## config.mk

```make
export PLATFORM = sky130hd
export DESIGN_NAME = btn_pos_controller
export DESIGN_NICKNAME = d
export VERILOG_FILES = /design/src/rtl/btn_pos_controller.sv
export SDC_FILE = /design/constraint.sdc
export NUM_CORES = 1
export LEC_CHECK = 0
export ABC_AREA = 0
export CELL_PAD_IN_SITES_DETAIL_PLACEMENT = 0
export CELL_PAD_IN_SITES_GLOBAL_PLACEMENT = 1
export CORE_MARGIN = 2
export CORE_UTILIZATION = 48
export CTS_BUF_LIST = sky130_fd_sc_hd__clkbuf_16
export CTS_CLUSTER_SIZE = 12
export DETAILED_ROUTE_END_ITERATION = 8
export GPL_TIMING_DRIVEN = 0
export HOLD_SLACK_MARGIN = 0.06
export PLACE_DENSITY_LB_ADDON = 0.3
export RECOVER_POWER = 50
export REMOVE_ABC_BUFFERS = 1
export SYNTH_ARGS = -nofsm -noshare
export SYNTH_HDL_FRONTEND = slang
export SYNTH_SLANG_ARGS = --single-unit
export TNS_END_PERCENT = 100
```

## constraint.sdc

```tcl
create_clock -name clk -period 4.6 [get_ports clk]
set_clock_uncertainty 0.1 [all_clocks]
set_input_delay 0.92 -clock clk [delete_from_list [all_inputs] [get_ports clk]]
set_output_delay 0.92 -clock clk [all_outputs]
set_load 0.03 [all_outputs]
```

## src/rtl/btn_pos_controller.sv

```systemverilog
// Button-driven box centre position for the VGA box renderer.
// Debounces four buttons and steps x/y with auto-repeat and clamping.
module btn_pos_controller #(
  parameter int DEBOUNCE_CYCLES = 250000,
  parameter int TICK_DIV        = 416667,
  parameter int REPEAT_DELAY    = 20,
  parameter int STEP            = 4,
  parameter int SIZE            = 32,
  parameter int INIT_X          = 320,
  parameter int INIT_Y          = 240
) (
  input  logic       clk,
  input  logic       rst,
  input  logic [3:0] btn,
  output logic [9:0] x,
  output logic [9:0] y,
  output logic       moving
);

  localparam int DBW = (DEBOUNCE_CYCLES > 1) ? $clog2(DEBOUNCE_CYCLES) : 1;
  localparam int TKW = (TICK_DIV > 1) ? $clog2(TICK_DIV) : 1;
  localparam int RPW = (REPEAT_DELAY > 1) ? $clog2(REPEAT_DELAY) : 1;

  localparam logic signed [10:0] LO  = 11'(SIZE / 2);
  localparam logic signed [10:0] HIX = 11'(640 - SIZE / 2);
  localparam logic signed [10:0] HIY = 11'(480 - SIZE / 2);
  localparam logic signed [10:0] STP = 11'(STEP);

  typedef enum logic [1:0] {
    IDLE,
    DELAY,
    RPT
  } axis_st_e;

  logic [3:0]     s1_q, s2_q;
  logic [3:0]     db_q, db_d;
  logic [DBW-1:0] cnt_q [4];
  logic [DBW-1:0] cnt_d [4];

  logic [TKW-1:0] tck_q, tck_d;
  logic           tick;

  axis_st_e       st_q   [2];
  axis_st_e       st_d   [2];
  logic [1:0]     ldir_q [2];
  logic [1:0]     ldir_d [2];
  logic [RPW-1:0] rep_q  [2];
  logic [RPW-1:0] rep_d  [2];
  logic [1:0]     dir    [2];
  logic           step   [2];

  logic signed [10:0] pos  [2];
  logic signed [10:0] nraw [2];
  logic signed [10:0] hi   [2];
  logic [9:0]         npos [2];

  logic [9:0] x_q, x_d;
  logic [9:0] y_q, y_d;
  logic       mv_q, mv_d;

  always_comb begin
    for (int i = 0; i < 4; i++) begin
      db_d[i]  = db_q[i];
      cnt_d[i] = '0;
      if (s2_q[i] != db_q[i]) begin
        if (cnt_q[i] == DBW'(DEBOUNCE_CYCLES - 1)) begin
          db_d[i] = s2_q[i];
        end else begin
          cnt_d[i] = cnt_q[i] + DBW'(1);
        end
      end
    end
  end

  assign tick  = (tck_q == TKW'(TICK_DIV - 1));
  assign tck_d = tick ? '0 : tck_q + TKW'(1);

  // dir encoding: 2'b01 = +1, 2'b11 = -1, 2'b00 = none
  assign dir[0] = {db_q[1] & ~db_q[0], db_q[1] ^ db_q[0]};
  assign dir[1] = {db_q[3] & ~db_q[2], db_q[3] ^ db_q[2]};

  always_comb begin
    for (int a = 0; a < 2; a++) begin
      st_d[a]   = st_q[a];
      ldir_d[a] = ldir_q[a];
      rep_d[a]  = rep_q[a];
      step[a]   = 1'b0;
      unique case (st_q[a])
        IDLE: begin
          if (dir[a] != 2'b00) begin
            step[a]   = 1'b1;
            ldir_d[a] = dir[a];
            rep_d[a]  = '0;
            st_d[a]   = DELAY;
          end
        end
        DELAY, RPT: begin
          if (dir[a] == 2'b00) begin
            st_d[a] = IDLE;
          end else if (dir[a] != ldir_q[a]) begin
            step[a]   = 1'b1;
            ldir_d[a] = dir[a];
            rep_d[a]  = '0;
            st_d[a]   = DELAY;
          end else if (tick) begin
            if (st_q[a] == RPT) begin
              step[a] = 1'b1;
            end else if (rep_q[a] == RPW'(REPEAT_DELAY - 1)) begin
              rep_d[a] = '0;
              st_d[a]  = RPT;
            end else begin
              rep_d[a] = rep_q[a] + RPW'(1);
            end
          end
        end
        default: st_d[a] = IDLE;
      endcase
    end
  end

  assign pos[0] = signed'({1'b0, x_q});
  assign pos[1] = signed'({1'b0, y_q});
  assign hi[0]  = HIX;
  assign hi[1]  = HIY;

  // Clamp keeps the whole box on screen; partial steps onto a bound are allowed.
  always_comb begin
    for (int a = 0; a < 2; a++) begin
      nraw[a] = ldir_d[a][1] ? pos[a] - STP : pos[a] + STP;
      npos[a] = pos[a][9:0];
      if (step[a]) begin
        if (nraw[a] < LO) begin
          npos[a] = LO[9:0];
        end else if (nraw[a] > hi[a]) begin
          npos[a] = hi[a][9:0];
        end else begin
          npos[a] = nraw[a][9:0];
        end
      end
    end
  end

  assign x_d  = npos[0];
  assign y_d  = npos[1];
  assign mv_d = (x_d != x_q) || (y_d != y_q);

  always_ff @(posedge clk or negedge rst) begin
    if (!rst) begin
      s1_q  <= '0;
      s2_q  <= '0;
      db_q  <= '0;
      tck_q <= '0;
      for (int i = 0; i < 4; i++) cnt_q[i] <= '0;
      for (int a = 0; a < 2; a++) begin
        st_q[a]   <= IDLE;
        ldir_q[a] <= '0;
        rep_q[a]  <= '0;
      end
      x_q  <= 10'(INIT_X);
      y_q  <= 10'(INIT_Y);
      mv_q <= 1'b0;
    end else begin
      s1_q  <= btn;
      s2_q  <= s1_q;
      db_q  <= db_d;
      tck_q <= tck_d;
      for (int i = 0; i < 4; i++) cnt_q[i] <= cnt_d[i];
      for (int a = 0; a < 2; a++) begin
        st_q[a]   <= st_d[a];
        ldir_q[a] <= ldir_d[a];
        rep_q[a]  <= rep_d[a];
      end
      x_q  <= x_d;
      y_q  <= y_d;
      mv_q <= mv_d;
    end
  end

  assign x      = x_q;
  assign y      = y_q;
  assign moving = mv_q;

endmodule

```

==> flow_summary_export.csv <==
group,metric,value,unit
status,run_status,"finished with violations",
status,violations,"capacitance limit, slew limit",
yosys,synth_sequential_area_ratio,45.7,%
cts,numCtsBuffers,17,
setup_path,critical_path_buf_inv_count,3,
grt,grt_use_total,18.1,%
min_path,worst_hold_path.endpoint,"s2_q[3]$_DFF_PN0_",
cts,clock_insertion_delay_worst_skew,0.42,ns
routing,vias_per_cell,5.39,
setup_path,cp_data_arrival_time,4.39,ns
placed_design,place.detailed.hpwl,10300,um
sta,grt_setup_unrepaired,"false",
cts,postCtsHoldBufs,0,
sta,min_period,4.22,ns
placed_design,pre_cts_ws,-0.291,ns
setup_path,critPathCaptureType,"flip-flop",
setup_path,timing_worst_setup_path_type,"reg2reg",
die,die_x,131,um
routing,route.vias.total,5918,
die,die-height,131,um
cts,clk_path_buf_depth,2,
routing,ant_nets,0,
yosys,synth.top_cell.area_share,43.7,%
setup_path,regToRegStartpoint,"db_q[2]$_DFFE_PN0P_",
min_path,hold_path_startpoint,"s1_q[3]$_DFF_PN0_",
grt,grt_pass1_wl,26100,um
sta,tightest_slew,2.70,ns
routing,drc_errors,0,
grt,grt_antenna_before_repair,0,
grt,grt_pass1_vias,5802,
finish,antenna_cells,0,
die,top_level_ports,27,
setup_path,timing.critical_path.slowest_cell_delay,0.43,ns
cts,tritoncts_num_sinks,142,
die,die_area,0.0173,sq mm
die,fp-row-count,46,
min_path,hp-class,"reg2reg",
grt,grt_remaining_overflow,0,
routing,totalWireLength,14900,um
setup_path,critical_path_cell_count,16,
yosys,synth_ff_type,"sky130_fd_sc_hd__dfrtp_1",
sta,fmax,237,MHz
yosys,syn_area_per_cell,9.33,sq um
yosys,synth.ff_latch_count,142,
yosys,yosys.area.top_type,"sky130_fd_sc_hd__dfrtp_1",
yosys,async_reset_ff_share,100,%
power_and_ir_drop,vdd_ir_drop_max,0.264,mV
yosys,synth_area_leaders,"sky130_fd_sc_hd__dfrtp_1 (44%), sky130_fd_sc_hd__nor2_1 (6.3%), sky130_fd_sc_hd__xor2_1 (5.6%)",
yosys,synthMostInstantiatedCell,"sky130_fd_sc_hd__dfrtp_1",
job,maxCapViolCount,1,
routing,detail_route.wl_per_cell,13.6,um
yosys,post_synth_most_frequent_cells,"sky130_fd_sc_hd__dfrtp_1 (136), sky130_fd_sc_hd__nor2_1 (130), sky130_fd_sc_hd__nand2_1 (76), sky130_fd_sc_hd__xor2_1 (50), sky130_fd_sc_hd__xnor2_1 (43)",
setup_path,path_common_cell,"sky130_fd_sc_hd__inv_1",
setup_path,timing.reg2reg.worst_path_depth,16,
sta,setup_slack,0.382,ns
setup_path,timing.critical_path.from_type,"flip-flop",
placed_design,buffer_ports.inserted,26,
cts,clkSlewWorstSetupHoldPaths,0.06,ns
placed_design,gpl.final_weighted_congestion,0.813,
cts,clk_root_buffer_cell,"sky130_fd_sc_hd__clkbuf_16",
sta,finalCritPeriodShare,91.7,%
cts,cts.htree.levels,4,
routing,drtPass1Iterations,4,
yosys,netlist_instances,835,
finish,ratio_of_cells_with_drive_above_1_in_the_final_layout,8.06,%
cts,cts_tree,"done",
routing,drt-initial-drc-count,339,
setup_path,crit_path_cell_trace,"inv_1 > ha_1 > inv_1 > o21ai_1 > o21ai_4 > inv_1 > fa_1 > nand2b_1 > a21oi_1 > o21ai_0 > a21o_1 > xnor2_2 > nor4_2 > o21ai_1 > nor4b_1 > o211ai_1",
setup_path,worst-endpoint-required,4.78,ns
yosys,synth-edff-count,0,
sta,report.final.setup_viol,0,
yosys,number_of_synthesis_warnings,0,
grt,pin_count_of_the_biggest_net_entering_global_routing,94,
die,start_util,49.1,%
setup_path,ff2ff_setup_slack,0.38,ns
die,core-area,0.0159,sq mm
yosys,syn-cell-area,0.00779,sq mm
yosys,post_synth_num_cell_types,65,
sta,maxSlewViolCount,50,
finish,area.growth.synth_to_final,15.5,%
setup_path,cp_top_family,"compound AO/OA/AOI/OAI gates",
setup_path,timing.critical_path.slowest_stage_cell,"sky130_fd_sc_hd__fa_1",
setup_path,regToRegEndpoint,"moving$_DFF_PN0_",
finish,finish.net_count,908,
sta,final.hold.worst_slack,0.253,ns
sta,relSlewSlack,-79.7,%
power_and_ir_drop,p_leak,3.84,nW
power_and_ir_drop,power_density,313,mW/mm^2
setup_path,critical_path_peak_fanout,7,
min_path,min_delay_path_depth,0,
sta,final_count_of_hold_timing_violations,0,
-- worst max path at each step --
stage	startpoint	to	slack, ns
global route	db_q[0]$_DFFE_PN0P_	moving$_DFF_PN0_	0.009
finish	db_q[2]$_DFFE_PN0P_	moving$_DFF_PN0_	0.38
global placement	rst	y[0]$_DFF_PN0_	-2.95
detailed placement	db_q[2]$_DFFE_PN0P_	moving$_DFF_PN0_	-0.29
CTS	db_q[2]$_DFFE_PN0P_	moving$_DFF_PN0_	0.10
floorplan	db_q[2]$_DFFE_PN0P_	moving$_DFF_PN0_	0.58
-- what timing repair did --
item	in CTS	in global routing
setup buffers	0	2
setup endpoints to repair	3	1
resized for setup	3	11
pin swaps	0	1
-- metal layers --
layer	global-route usage [%]	part of all wire, %	vias up
met5	0	0	-
met4	5.07	0.66	0
met1	23.5	49	2868
met2	30.2	48	75
li1	-	-	2967
met3	4.36	2.5	8
-- placed cells by master, fill, tap and decap left out, types with 5 or more instances in the layout --
cell type,synthesis,layout
sky130_fd_sc_hd__dfrtp_1,136,136
sky130_fd_sc_hd__nand3b_1,5,5
sky130_fd_sc_hd__a21oi_1,27,26
sky130_fd_sc_hd__nand2_1,76,76
sky130_fd_sc_hd__inv_1,34,34
sky130_fd_sc_hd__clkbuf_16,0,17
sky130_fd_sc_hd__nor4_1,6,5
sky130_fd_sc_hd__nor3_1,14,14
sky130_fd_sc_hd__dfstp_2,6,6
sky130_fd_sc_hd__o21ai_0,42,42
sky130_fd_sc_hd__and2_1,7,7
sky130_fd_sc_hd__a21o_1,6,6
sky130_fd_sc_hd__nand4_1,13,13
sky130_fd_sc_hd__or2_2,8,8
sky130_fd_sc_hd__o211ai_1,7,7
sky130_fd_sc_hd__nand3_1,42,42
sky130_fd_sc_hd__nor2_1,130,130
sky130_fd_sc_hd__o31ai_1,8,7
sky130_fd_sc_hd__nor4b_1,5,5
sky130_fd_sc_hd__clkdlybuf4s50_1,0,21
sky130_fd_sc_hd__xnor2_1,43,42
sky130_fd_sc_hd__bufinv_16,0,5
sky130_fd_sc_hd__xor2_1,50,50
sky130_fd_sc_hd__nand2b_1,14,14
sky130_fd_sc_hd__a211oi_1,5,5
sky130_fd_sc_hd__nor2b_1,6,6
sky130_fd_sc_hd__or3_1,10,9
sky130_fd_sc_hd__and3_1,20,20
sky130_fd_sc_hd__ha_1,32,31
-- cell type report --
class | instances | area [sq um]
Sequential cell | 142 | 3560
Fill cell | 1410 | 6880
Timing Repair Buffer | 29 | 297
Inverter | 34 | 128
Tap cell | 216 | 270
Multi-Input combinational cell | 644 | 4100
Clock buffer | 17 | 425
Clock inverter | 15 | 219
-- where the power goes --
group	internal (W)	switching, W	total [W]	leakage [nW]
clock network	0.000960	0.000531	0.00149	0.305
registers	0.00126	0.00000760	0.00127	1.92
logic	0.0000151	0.0000402	0.0000553	1.62
total	0.00224	0.000579	0.00282	3.84
-- metrics by stage --
| step | cells | TNS, ns | utilization [%] | area, sq um | power (W) |
|---|---|---|---|---|---|
| floorplan | 820 | 0 | - | 7730 | 0.00131 |
| global placement | 1062 | -407.44 | 52.0 | 8260 | 0.00135 |
| detailed placement | 1063 | -0.292 | 52.2 | 8290 | 0.00135 |
| CTS | 1095 | 0 | 56.3 | 8950 | 0.00286 |
| global route | 1097 | 0 | 56.7 | 9000 | 0.00293 |
| finish | 1097 | 0 | 56.7 | 9000 | 0.00282 |
-- registers in the layout (all words and copies together), names as in the netlist --
| signal | flops |
|---|---|
| cnt_q | 72 |
| tck_q | 19 |
| rep_q | 10 |
| x | 10 |
| y | 10 |
| db_q | 4 |
| ldir_q | 4 |
| s1_q | 4 |
| s2_q | 4 |
| st_q | 4 |
| moving | 1 |
-- worst register-to-register path, stage by stage, from the launching register on --
cell	delay, ns
sky130_fd_sc_hd__dfrtp_1	0.36
sky130_fd_sc_hd__inv_1	0.08
sky130_fd_sc_hd__ha_1	0.39
sky130_fd_sc_hd__inv_1	0.13
sky130_fd_sc_hd__o21ai_1	0.17
sky130_fd_sc_hd__o21ai_4	0.29
sky130_fd_sc_hd__inv_1	0.10
sky130_fd_sc_hd__fa_1	0.43
sky130_fd_sc_hd__nand2b_1	0.25
sky130_fd_sc_hd__a21oi_1	0.28
sky130_fd_sc_hd__o21ai_0	0.13
sky130_fd_sc_hd__a21o_1	0.21
sky130_fd_sc_hd__xnor2_2	0.22
sky130_fd_sc_hd__nor4_2	0.37
sky130_fd_sc_hd__o21ai_1	0.13
sky130_fd_sc_hd__nor4b_1	0.33
sky130_fd_sc_hd__o211ai_1	0.11
-- cell families (layout without fill, tap and decap cells) --
kind of cell / count (synthesis) / after routing / share of synthesized area, %
AOI/OAI and AO/OA: 134 / 134 / 11.2
xor gates and xnor gates: 93 / 93 / 10.5
adders and majority gates: 34 / 34 / 5.65
buffers and inverters: 49 / 95 / 2.47
DFF: 142 / 142 / 45.7
muxes: 6 / 6 / 0.819
and+or+nand+nor: 377 / 377 / 23.7
No activity file was read; power rests on OpenSTA's default activity.
